$ cat config.mk
export PLATFORM = sky130hd
export DESIGN_NAME = vec_loader_flat
export DESIGN_NICKNAME = d
export VERILOG_FILES = /design/src/rtl/vec_loader_pkg.sv /design/src/rtl/vec_loader_if.sv /design/src/rtl/vec_bank.sv /design/src/rtl/vec_loader.sv /design/src/flat_wrapper.sv
export SDC_FILE = /design/constraint.sdc
export NUM_CORES = 1
export LEC_CHECK = 0
export ABC_CLOCK_PERIOD_IN_PS = 2400
export BUFFER_PORTS_ARGS = -buffer_cell sky130_fd_sc_hd__buf_2
export CAP_MARGIN = 25
export CORE_UTILIZATION = 56
export CTS_BUF_LIST = sky130_fd_sc_hd__clkbuf_16
export DETAILED_ROUTE_END_ITERATION = 12
export PLACE_DENSITY = 0.87
export SLEW_MARGIN = 5
export SYNTH_ARGS = -nofsm -noshare
export SYNTH_HDL_FRONTEND = slang
export SYNTH_SLANG_ARGS = --single-unit
$ cat constraint.sdc
create_clock -name clk -period 2.4 [get_ports clk]
set_clock_uncertainty 0.05 [all_clocks]
set_input_delay 0.36 -clock clk [delete_from_list [all_inputs] [get_ports clk]]
set_output_delay 0.36 -clock clk [all_outputs]
set_load 0.005 [all_outputs]
$ cat src/rtl/vec_loader_pkg.sv
`default_nettype none
// ============================================================================
//  Module   : vec_loader_pkg
//  Purpose  : Shared sizing for the vector loader and the dot-product stages.
//             Holds element/vector defaults, the slot-index width, the
//             handoff-counter width and the single flattened-vector packing
//             rule (element i lives in bits [i*N +: N]).
//  Ports    : none (package)
//  Revision : 1.0 - initial release
// ============================================================================
package vec_loader_pkg;

  localparam int N_DEF     = 8;                 // element width in bits
  localparam int LEN_DEF   = 4;                 // elements per vector (>= 2)
  localparam int IDX_W_DEF = $clog2(LEN_DEF);   // slot index width
  localparam int VCNT_W    = 16;                // handoff counter width

  // Width of one flattened vector. Every block that packs or unpacks a
  // vector uses this so the packing rule lives in one place.
  function automatic int flat_width(input int n, input int len);
    return n * len;
  endfunction

  localparam int VEC_W_DEF = flat_width(N_DEF, LEN_DEF);

endpackage
`default_nettype wire

$ cat src/rtl/vec_loader_if.sv
`default_nettype none
// ============================================================================
//  Module   : vec_loader_if
//  Purpose  : Element-input stream and vector-output stream of vec_loader.
//  Ports    : in_valid/in_ready/in_a/in_b/in_last  element pair stream
//             out_valid/out_ready/out_a/out_b       flattened vector stream
//  Modports : slave  - the loader's view
//             master - the surrounding logic's view (feeder + consumer)
//  Revision : 1.0 - initial release
// ============================================================================
interface vec_loader_if
  import vec_loader_pkg::*;
#(
  parameter int N   = N_DEF,
  parameter int LEN = LEN_DEF
);

  logic                          in_valid;
  logic                          in_ready;
  logic [N-1:0]                  in_a;
  logic [N-1:0]                  in_b;
  logic                          in_last;
  logic                          out_valid;
  logic                          out_ready;
  logic [flat_width(N,LEN)-1:0]  out_a;
  logic [flat_width(N,LEN)-1:0]  out_b;

  modport slave (
    input  in_valid, in_a, in_b, in_last, out_ready,
    output in_ready, out_valid, out_a, out_b
  );

  modport master (
    output in_valid, in_a, in_b, in_last, out_ready,
    input  in_ready, out_valid, out_a, out_b
  );

endinterface
`default_nettype wire

$ cat src/rtl/vec_bank.sv
`default_nettype none
// ============================================================================
//  Module   : vec_bank
//  Purpose  : One ping-pong bank: LEN x N a-data and b-data registers with an
//             indexed write port, plus a full flag.
//  Ports    : clk, rst_n             clock, async active-low reset
//             i_we, i_idx            write enable and slot index
//             i_a, i_b               element data written to slot i_idx
//             i_set_full             mark bank full (vector complete)
//             i_clear_full           mark bank empty (vector handed off)
//             o_full                 full flag
//             o_a, o_b               flattened bank contents
//  Revision : 1.0 - initial release
// ============================================================================
module vec_bank
  import vec_loader_pkg::*;
#(
  parameter  int N     = N_DEF,
  parameter  int LEN   = LEN_DEF,
  localparam int IDX_W = $clog2(LEN),
  localparam int VEC_W = flat_width(N, LEN)
) (
  input  logic             clk,
  input  logic             rst_n,
  input  logic             i_we,
  input  logic [IDX_W-1:0] i_idx,
  input  logic [N-1:0]     i_a,
  input  logic [N-1:0]     i_b,
  input  logic             i_set_full,
  input  logic             i_clear_full,
  output logic             o_full,
  output logic [VEC_W-1:0] o_a,
  output logic [VEC_W-1:0] o_b
);

  logic [VEC_W-1:0] r_a;
  logic [VEC_W-1:0] r_b;
  logic             r_full;

  always_ff @(posedge clk or negedge rst_n) begin
    if (!rst_n) begin
      r_a    <= '0;
      r_b    <= '0;
      r_full <= 1'b0;
    end else begin
      if (i_we) begin
        r_a[i_idx*N +: N] <= i_a;
        r_b[i_idx*N +: N] <= i_b;
      end
      // Set and clear never target the same bank in one cycle: filling
      // needs the bank empty, presenting needs it full.
      if (i_set_full) begin
        r_full <= 1'b1;
      end else if (i_clear_full) begin
        r_full <= 1'b0;
      end
    end
  end

  assign o_full = r_full;
  assign o_a    = r_a;
  assign o_b    = r_b;

endmodule
`default_nettype wire

$ cat src/rtl/vec_loader.sv
`default_nettype none
// ============================================================================
//  Module   : vec_loader
//  Purpose  : Assembles element pairs into LEN-element vector pairs using two
//             ping-pong banks and presents each complete pair to the
//             dot-product unit over a valid/ready handshake.
//  Ports    : clk, rst_n      clock, async active-low reset
//             bus (slave)     element input stream and vector output stream
//             o_vec_count     vectors handed off, wraps at 2^16
//             o_err           sticky framing error (cleared only by reset)
//  Revision : 1.0 - initial release
// ============================================================================
module vec_loader
  import vec_loader_pkg::*;
#(
  parameter int N   = N_DEF,
  parameter int LEN = LEN_DEF
) (
  input  logic              clk,
  input  logic              rst_n,
  vec_loader_if.slave       bus,
  output logic [VCNT_W-1:0] o_vec_count,
  output logic              o_err
);

  localparam int IDX_W = $clog2(LEN);
  localparam int VEC_W = flat_width(N, LEN);
  localparam logic [IDX_W-1:0] C_LAST_IDX = IDX_W'(LEN - 1);

  logic              r_wbank;      // bank being filled
  logic              r_rbank;      // bank being presented
  logic [IDX_W-1:0]  r_idx;        // next slot in the fill bank
  logic              r_err;
  logic [VCNT_W-1:0] r_vec_count;

  logic              w_full   [2];
  logic [VEC_W-1:0]  w_bank_a [2];
  logic [VEC_W-1:0]  w_bank_b [2];
  logic              w_we     [2];
  logic              w_set    [2];
  logic              w_clr    [2];

  logic w_in_ready;
  logic w_out_valid;
  logic w_accept;
  logic w_handoff;
  logic w_last_slot;

  // Both flags are straight muxes of registers, so out_ready never reaches
  // in_ready combinationally.
  assign w_in_ready  = !w_full[r_wbank];
  assign w_out_valid =  w_full[r_rbank];
  assign w_accept    = bus.in_valid && w_in_ready;
  assign w_handoff   = w_out_valid && bus.out_ready;
  assign w_last_slot = (r_idx == C_LAST_IDX);

  generate
    for (genvar gi = 0; gi < 2; gi++) begin : g_bank
      localparam logic c_bank_id = 1'(gi);

      assign w_we[gi]  = w_accept && (r_wbank == c_bank_id);
      // A vector completes on the last slot whether or not in_last came
      // with it; a missing in_last only raises err.
      assign w_set[gi] = w_we[gi] && w_last_slot;
      assign w_clr[gi] = w_handoff && (r_rbank == c_bank_id);

      vec_bank #(
        .N   (N),
        .LEN (LEN)
      ) u_bank (
        .clk          (clk),
        .rst_n        (rst_n),
        .i_we         (w_we[gi]),
        .i_idx        (r_idx),
        .i_a          (bus.in_a),
        .i_b          (bus.in_b),
        .i_set_full   (w_set[gi]),
        .i_clear_full (w_clr[gi]),
        .o_full       (w_full[gi]),
        .o_a          (w_bank_a[gi]),
        .o_b          (w_bank_b[gi])
      );
    end
  endgenerate

  always_ff @(posedge clk or negedge rst_n) begin
    if (!rst_n) begin
      r_wbank     <= 1'b0;
      r_rbank     <= 1'b0;
      r_idx       <= '0;
      r_err       <= 1'b0;
      r_vec_count <= '0;
    end else begin
      if (w_accept) begin
        if (w_last_slot) begin
          r_wbank <= ~r_wbank;
          r_idx   <= '0;
          if (!bus.in_last) begin
            r_err <= 1'b1;
          end
        end else if (bus.in_last) begin
          // Early in_last: drop the partial vector and restart at slot 0
          // of the same bank; its stale slots get overwritten.
          r_idx <= '0;
          r_err <= 1'b1;
        end else begin
          r_idx <= r_idx + 1'b1;
        end
      end
      if (w_handoff) begin
        r_rbank     <= ~r_rbank;
        r_vec_count <= r_vec_count + 1'b1;
      end
    end
  end

  assign bus.in_ready  = w_in_ready;
  assign bus.out_valid = w_out_valid;
  assign bus.out_a     = r_rbank ? w_bank_a[1] : w_bank_a[0];
  assign bus.out_b     = r_rbank ? w_bank_b[1] : w_bank_b[0];
  assign o_vec_count   = r_vec_count;
  assign o_err         = r_err;

endmodule
`default_nettype wire

$ cat src/flat_wrapper.sv
// flat-port wrapper written by rule: the top's interface ports become plain ports
module vec_loader_flat import vec_loader_pkg::*;
#(
  parameter int N   = N_DEF,
  parameter int LEN = LEN_DEF
)
  (clk, rst_n, o_vec_count, o_err, bus_in_valid, bus_in_a, bus_in_b, bus_in_last, bus_out_ready, bus_in_ready, bus_out_valid, bus_out_a, bus_out_b);
  vec_loader_if #(.N(N), .LEN(LEN)) bus_i ();
  input  logic clk;
  input  logic rst_n;
  output logic [VCNT_W-1:0] o_vec_count;
  output logic o_err;
  input wire logic [$bits(bus_i.in_valid)-1:0] bus_in_valid;
  input wire logic [$bits(bus_i.in_a)-1:0] bus_in_a;
  input wire logic [$bits(bus_i.in_b)-1:0] bus_in_b;
  input wire logic [$bits(bus_i.in_last)-1:0] bus_in_last;
  input wire logic [$bits(bus_i.out_ready)-1:0] bus_out_ready;
  output wire logic [$bits(bus_i.in_ready)-1:0] bus_in_ready;
  output wire logic [$bits(bus_i.out_valid)-1:0] bus_out_valid;
  output wire logic [$bits(bus_i.out_a)-1:0] bus_out_a;
  output wire logic [$bits(bus_i.out_b)-1:0] bus_out_b;
  assign bus_i.in_valid = bus_in_valid;
  assign bus_i.in_a = bus_in_a;
  assign bus_i.in_b = bus_in_b;
  assign bus_i.in_last = bus_in_last;
  assign bus_i.out_ready = bus_out_ready;
  assign bus_in_ready = bus_i.in_ready;
  assign bus_out_valid = bus_i.out_valid;
  assign bus_out_a = bus_i.out_a;
  assign bus_out_b = bus_i.out_b;
  vec_loader #(.N(N), .LEN(LEN)) u_core (.clk(clk), .rst_n(rst_n), .bus(bus_i), .o_vec_count(o_vec_count), .o_err(o_err));
endmodule
==> results of run 1 <==
## per-stage QoR
step,hold WS [ns],setup slack [ns]
final,0.175,0.193
after global routing,0.189,0.117
after CTS,0.165,0.187
after detailed placement,0.351,0.440
after global placement,0.336,0.534
after floorplan,0.0144,0.535
## cell usage after synthesis, drive strengths merged
cell | count | share of area [%]
nand2 | 166 | 9.4
dfrtp | 151 | 57
o21ai | 98 | 7.4
mux2 | 65 | 11
a22o | 32 | 4.2
buf | 25 | 2.0
xnor2 | 14 | 1.9
clkbuf | 10 | 0.57
nand3 | 8 | 0.61
ha | 6 | 1.1
inv | 4 | 0.23
nand4 | 4 | 0.38
and3 | 3 | 0.28
nor2 | 3 | 0.21
nor3 | 3 | 0.57
and3b | 2 | 0.27
and4 | 2 | 0.27
mux2i | 2 | 0.36
nor2b | 2 | 0.19
nor3b | 2 | 0.38
xor2 | 2 | 0.27
a21o | 1 | 0.11
a21oi | 1 | 0.076
a31oi | 1 | 0.095
and2b | 1 | 0.11
nor4b | 1 | 0.36
o21bai | 1 | 0.11
## cells by family after synthesis
family | count (synthesis) | share of synthesized area, %
XOR/XNOR | 16 | 2.12
buffers and inverters | 39 | 2.83
flip-flops | 151 | 57.3
multiplexers | 67 | 11.5
AO/OA/AOI/OAI | 134 | 12.1
adder cells (fa/ha/maj) | 6 | 1.14
AND/OR/NAND/NOR | 197 | 13.1
## power by group
part	total (W)	switching, W	internal, W
sequential	0.00344	0.000359	0.00308
clock	0.00278	0.00105	0.00173
combinational	0.00233	0.00125	0.00108
## worst max-delay path: cells and delay by family (launching register included)
family / cells / cell delay, ns
buffers and inverters: 3 / 0.55
DFF: 1 / 0.37
muxes: 1 / 0.43
## registers in the layout, indices dropped and copies added, names as in the netlist
name and cells:
u_core.o_err 1, u_core.r_wbank 1, u_core.o_vec_count 16, u_core.g_bank.u_bank.o_a 64, u_core.g_bank.u_bank.o_b 64, u_core.g_bank.u_bank.o_full 2
u_core.r_rbank 1, u_core.r_idx 2
## worst paths after layout
check                                                        to  cells past startpoint  slack [ns]
worst max-delay path                              bus_out_valid                      4        0.19
worst min-delay path                             u_core.r_rbank                      2        0.18
worst max register to register   u_core.g_bank[0].u_bank.o_b[4]                      7        0.39
worst min register to register           u_core.o_vec_count[15]                      1        0.42
max in group asynchronous                 u_core.o_vec_count[1]                      3        1.10
min in group asynchronous       u_core.g_bank[1].u_bank.o_b[22]                      2        0.49
## what timing repair did
action / 4_1_cts / 5_1_grt
setup buffers: 0 / 0
hold buffers: 1 / 0
hold endpoints to repair: 67 / 0
## cell type report
cell class / count / area share, %
Inverter: 4 / 0.190
Tap cell: 143 / 2.27
Multi-Input combinational cell: 420 / 33.3
Sequential cell: 151 / 47.9
Timing Repair Buffer: 120 / 8.58
Clock inverter: 15 / 2.38
Clock buffer: 17 / 5.39
## layer usage
| layer | global-route usage, % | share of wire (%) | vias to the layer above | wire, µm |
|---|---|---|---|---|
| met5 | 0 | 0 | - | 0 |
| li1 | - | - | 2312 | - |
| met4 | 10.6 | 2.3 | 0 | 376 |
| met2 | 45.5 | 49 | 214 | 8020 |
| met1 | 37.9 | 42 | 2557 | 6900 |
| met3 | 5.21 | 5.9 | 29 | 963 |
==> metrics.txt, run 1 <==
CP startpoint kind flop; critical path arrival 1.80 ns; number of top-level pins 104; leakage power figure 3.90 nW; Setup crit end kind output port; final antenna diode count 0; final HPWL from detailed placement 10.3 mm; Skew-Pair Late Insertion Delay 0.42 ns; Die Span X 111 µm; total of max-cap violations 0; vias in the first global route 5188; total global routing track utilization 28.1%; initial standard-cell utilization of the core 57.5%; Slowest cell on crit path sky130_fd_sc_hd__mux2i_2; Yosys reg bits 151; CP Data Required Time 1.99 ns; commonest cells after routing, fill and taps aside sky130_fd_sc_hd__nand2_1 (166), sky130_fd_sc_hd__dfrtp_1 (150), sky130_fd_sc_hd__buf_2 (102), sky130_fd_sc_hd__o21ai_1 (77), sky130_fd_sc_hd__mux2_2 (64); global route overflow 0; area of the die 12200 µm²; initial antenna violation count 0; input/output buffers 103; CTS tree built; clock net sink count 151; detailed-route DRC error count 0; Core Rows 39; number of cells in the design after placement 837; peak supply drop 0.578 mV; WL per Instance 18.7 µm; unrepaired setup endpoints after global routing no; part of the Yosys area used for sequential elements 57.3%; critical register-to-register path startpoint u_core.r_idx[0]; multi-input logic area 2630 µm²; sequential cell area in the final layout 3780 µm²; worst hold path startpoint bus_out_ready; Die H 111 µm; critical path class flop to output port; maximum cell stage delay along the critical path 0.43 ns; critical path launch point u_core.r_rbank; final critical-path required period 2.21 ns; total vias in the final route 5112; count of TritonRoute iterations in the first routing pass 6; most frequent standard cell in the layout excluding fill and tap cells sky130_fd_sc_hd__nand2_1; clock-pin slew of the registers on the worst-case setup and hold paths 0.06 ns; share of post-route cells with drive strength above 1 30.4%; total length of routed wires 16.3 mm; Max transition margin 56.6%; Inserted Clock Buffers 17; Fmax 0.453 GHz; Final Hold Viols 0; count of synthesis-stage warnings from yosys 0; Final #Nets 741; total power of the final layout 0.00854 W; gate count of the mapped netlist 610; biggest fanout along the worst timing path 69; worst-case clock buffer depth 2; cell area after synthesis 6600 µm²; fill cell count 821; cell area after placement 7270 µm²; Slew Viols, Final 0; mean cell area of the mapped netlist 10.8 µm²; root buf cell sky130_fd_sc_hd__clkbuf_16; number of distinct library cell variants in the gate-level netlist after synthesis 35; Via-to-Cell Ratio 5.88; Pwr Density 1080 nW/µm²; outcome completed; count of endpoints failing setup in the final report 0; wire length of the first global-routing pass 26.6 mm; transition at the pin with the smallest max-transition slack 0.651 ns; critical-path cell list buf_12 -> mux2i_2 -> inv_2 -> buf_2; core area 11500 µm²; fin cells 870; post_cts resized 0; Post-Route Setup TNS 0 ns; Detailed Route Iter0 Violations 505; final weighted congestion in routability-driven placement 0.858; final period utilization 92.0%; net count after synthesis 637; area of all placed cells without fillers 7890 µm²; H-tree levels 4; Area growth syn-to-layout 19.7%; worst hold path type input port to flop; fin util 68.8%; largest net degree at the start of global routing 71; number of nets still failing antenna checks after routing 0
No activity file was read; power rests on OpenSTA's default activity.
==> run 2, diff against run 1 <==
==> constraint.sdc (replaced) <==
create_clock -name clk -period 2.4 [get_ports clk]
set_clock_uncertainty 0.05 [all_clocks]
set_input_delay 0.24 -clock clk [delete_from_list [all_inputs] [get_ports clk]]
set_output_delay 0.24 -clock clk [all_outputs]
set_load 0.005 [all_outputs]
==> run 2 against run 1 <==
Effect of this change: combinational power about the same; core utilization decreased by 0.22 points; wire length decreased by 1.1%; non-clock buffer count unchanged; power decreased by 1.5%; sequential power about the same; worst setup slack improved by 0.044 ns; global-route usage decreased by 0.38 points; critical path depth decreased by 1; fmax increased by 2.0%; first-iteration DRC count increased by 4.8%; cell area decreased by 0.32%; critical path type unchanged; critical endpoint is now bus_out_b[17]; largest power group unchanged.
==> metrics.txt, run 2 (synthesis gave the netlist of run 1 again) <==
outcome completed; critical path arrival 1.87 ns (+0.07 ns); unrepaired setup endpoints after global routing no; Max transition margin 55.2% (-1.4 points); CP startpoint kind flop; initial antenna violation count 0 (unchanged); most frequent standard cell in the layout excluding fill and tap cells sky130_fd_sc_hd__nand2_1; clock-pin slew of the registers on the worst-case setup and hold paths 0.06 ns (about the same); number of nets still failing antenna checks after routing 0 (unchanged); Post-Route Setup TNS 0 ns (unchanged); count of endpoints failing setup in the final report 0 (unchanged); detailed-route DRC error count 0 (unchanged); input/output buffers 103 (unchanged); commonest cells after routing, fill and taps aside sky130_fd_sc_hd__nand2_1 (166), sky130_fd_sc_hd__dfrtp_1 (150), sky130_fd_sc_hd__buf_2 (102), sky130_fd_sc_hd__o21ai_1 (77), sky130_fd_sc_hd__mux2_2 (64); number of top-level pins 104 (unchanged); root buf cell sky130_fd_sc_hd__clkbuf_16; Slowest cell on crit path sky130_fd_sc_hd__buf_4; area of the die 12200 µm² (unchanged); initial standard-cell utilization of the core 57.5% (unchanged); peak supply drop 0.653 mV (+13%); Skew-Pair Late Insertion Delay 0.42 ns (about the same); end of the worst register-to-register path u_core.g_bank[0].u_bank.o_a[5]; CTS tree built; wire length of the first global-routing pass 26.4 mm (-1.0%); share of post-route cells with drive strength above 1 30.4% (unchanged); smallest hold slack 0.0668 ns (-0.109 ns); total of max-cap violations 0 (unchanged); H-tree levels 4 (unchanged); clock net sink count 151 (unchanged); Detailed Route Iter0 Violations 529 (+4.8%); critical register-to-register path startpoint u_core.r_idx[0]; Final #Nets 741 (unchanged); count of TritonRoute iterations in the first routing pass 5 (-1); biggest fanout along the worst timing path 41 (-41%); worst setup slack for register-to-register paths 0.36 ns (-0.03 ns); leakage power figure 3.89 nW (-0.37%); kind of cell adding the most delay to the critical path buffers and inverters; worst-case clock buffer depth 2 (unchanged); final critical-path required period 2.16 ns (-0.0443 ns); Pwr Density 1070 nW/µm² (-1.1%); Final Hold Viols 0 (unchanged); final antenna diode count 0 (unchanged); total global routing track utilization 27.7% (-0.38 points); Die Span X 111 µm (unchanged); final weighted congestion in routability-driven placement 0.874 (+1.8%); Setup crit end kind output port; largest net degree at the start of global routing 72 (+1.4%); WL per Instance 18.5 µm (-1.1%); Via-to-Cell Ratio 5.80 (-1.3%); worst hold path startpoint bus_out_ready; total length of routed wires 16.1 mm (-1.1%); cell count of the worst hold path 2 (unchanged); global route overflow 0 (unchanged); total vias in the final route 5047 (-1.3%); maximum cell stage delay along the critical path 0.47 ns (+0.04 ns); final period utilization 90.1% (-1.8 points); core area 11500 µm² (unchanged); Fmax 0.462 GHz (+2.0%); fill cell count 792 (-3.5%); Inserted Clock Buffers 17 (unchanged); Die H 111 µm (unchanged); Area growth syn-to-layout 19.3%; Core Rows 39 (unchanged); CP Data Required Time 2.11 ns (+0.12 ns); final HPWL from detailed placement 10.4 mm (+0.75%); Min-Delay Endpoint u_core.r_rbank; transition at the pin with the smallest max-transition slack 0.672 ns (+0.0210 ns); critical-path cell list buf_4 -> mux2_2 -> buf_2; vias in the first global route 5047 (-2.7%); combined buffer and inverter count along the critical path 2 (-1); worst hold path type input port to flop; critical path class flop to output port; Slew Viols, Final 0 (unchanged); R2R cell count 7 (unchanged)
run 2: power by group:
part           switching, W  total (W)  internal (W)
clock               0.00103    0.00265       0.00162
combinational       0.00124    0.00231       0.00107
sequential         0.000378    0.00346       0.00308
total               0.00265    0.00842       0.00577
run 2: how the worst max path moves through the flow:
stage / from / end / slack (ns) / depth (start not counted)
finish: u_core.r_rbank / bus_out_b[17] / 0.24 / 3
floorplan: u_core.r_idx[0] / u_core.g_bank[1].u_bank.o_a[5] / 0.53 / 7
global placement: u_core.r_idx[0] / u_core.g_bank[1].u_bank.o_b[2] / 0.54 / 7
global route: u_core.r_rbank / bus_out_a[0] / 0.18 / 3
CTS: u_core.r_rbank / bus_out_a[0] / 0.24 / 3
detailed placement: u_core.r_idx[0] / u_core.g_bank[0].u_bank.o_b[7] / 0.44 / 7
run 2: cell type report:
type	count	area [µm²]	share of cell area, %
Tap cell	143	179	2.27
Multi-Input combinational cell	420	2630	33.4
Clock inverter	15	163	2.07
Sequential cell	151	3780	48.0
Clock buffer	17	425	5.41
Timing Repair Buffer	120	677	8.60
Inverter	4	15.0	0.191
run 2: metal layers:
| metal | share of wire [%] | wire [µm] | global-route usage [%] | vias to the layer above |
|---|---|---|---|---|
| li1 | - | - | - | 2326 |
| met2 | 50 | 8040 | 43.9 | 202 |
| met5 | 0 | 0 | 0 | - |
| met1 | 42 | 6820 | 37.5 | 2490 |
| met4 | 1.8 | 282 | 10.3 | 0 |
| met3 | 5.9 | 945 | 6.26 | 29 |
run 2: through the flow:
step	utilization, %	instances	power [W]	cell area, µm²	setup slack [ns]
global route	68.6	870	0.00885	7870	0.175
detailed placement	63.4	837	0.00575	7270	0.442
global placement	63.4	837	0.00562	7270	0.543
floorplan	-	610	0.00493	6600	0.535
finish	68.6	870	0.00842	7870	0.237
CTS	68.6	870	0.00843	7870	0.238
run 2: worst reg2reg max path, cell delays in order (launching register included):
cell                      delay, ns
sky130_fd_sc_hd__dfrtp_1       0.53
sky130_fd_sc_hd__inv_1         0.14
sky130_fd_sc_hd__ha_1          0.40
sky130_fd_sc_hd__nor2_1        0.11
sky130_fd_sc_hd__nand3_1       0.15
sky130_fd_sc_hd__nor2b_1       0.22
sky130_fd_sc_hd__buf_4         0.21
sky130_fd_sc_hd__a22o_1        0.16
run 2: repair_timing:
item,CTS,global route
setup buffers,0,0
hold buffers,1,0
hold endpoints to repair,69,0
gates resized for setup,0,0
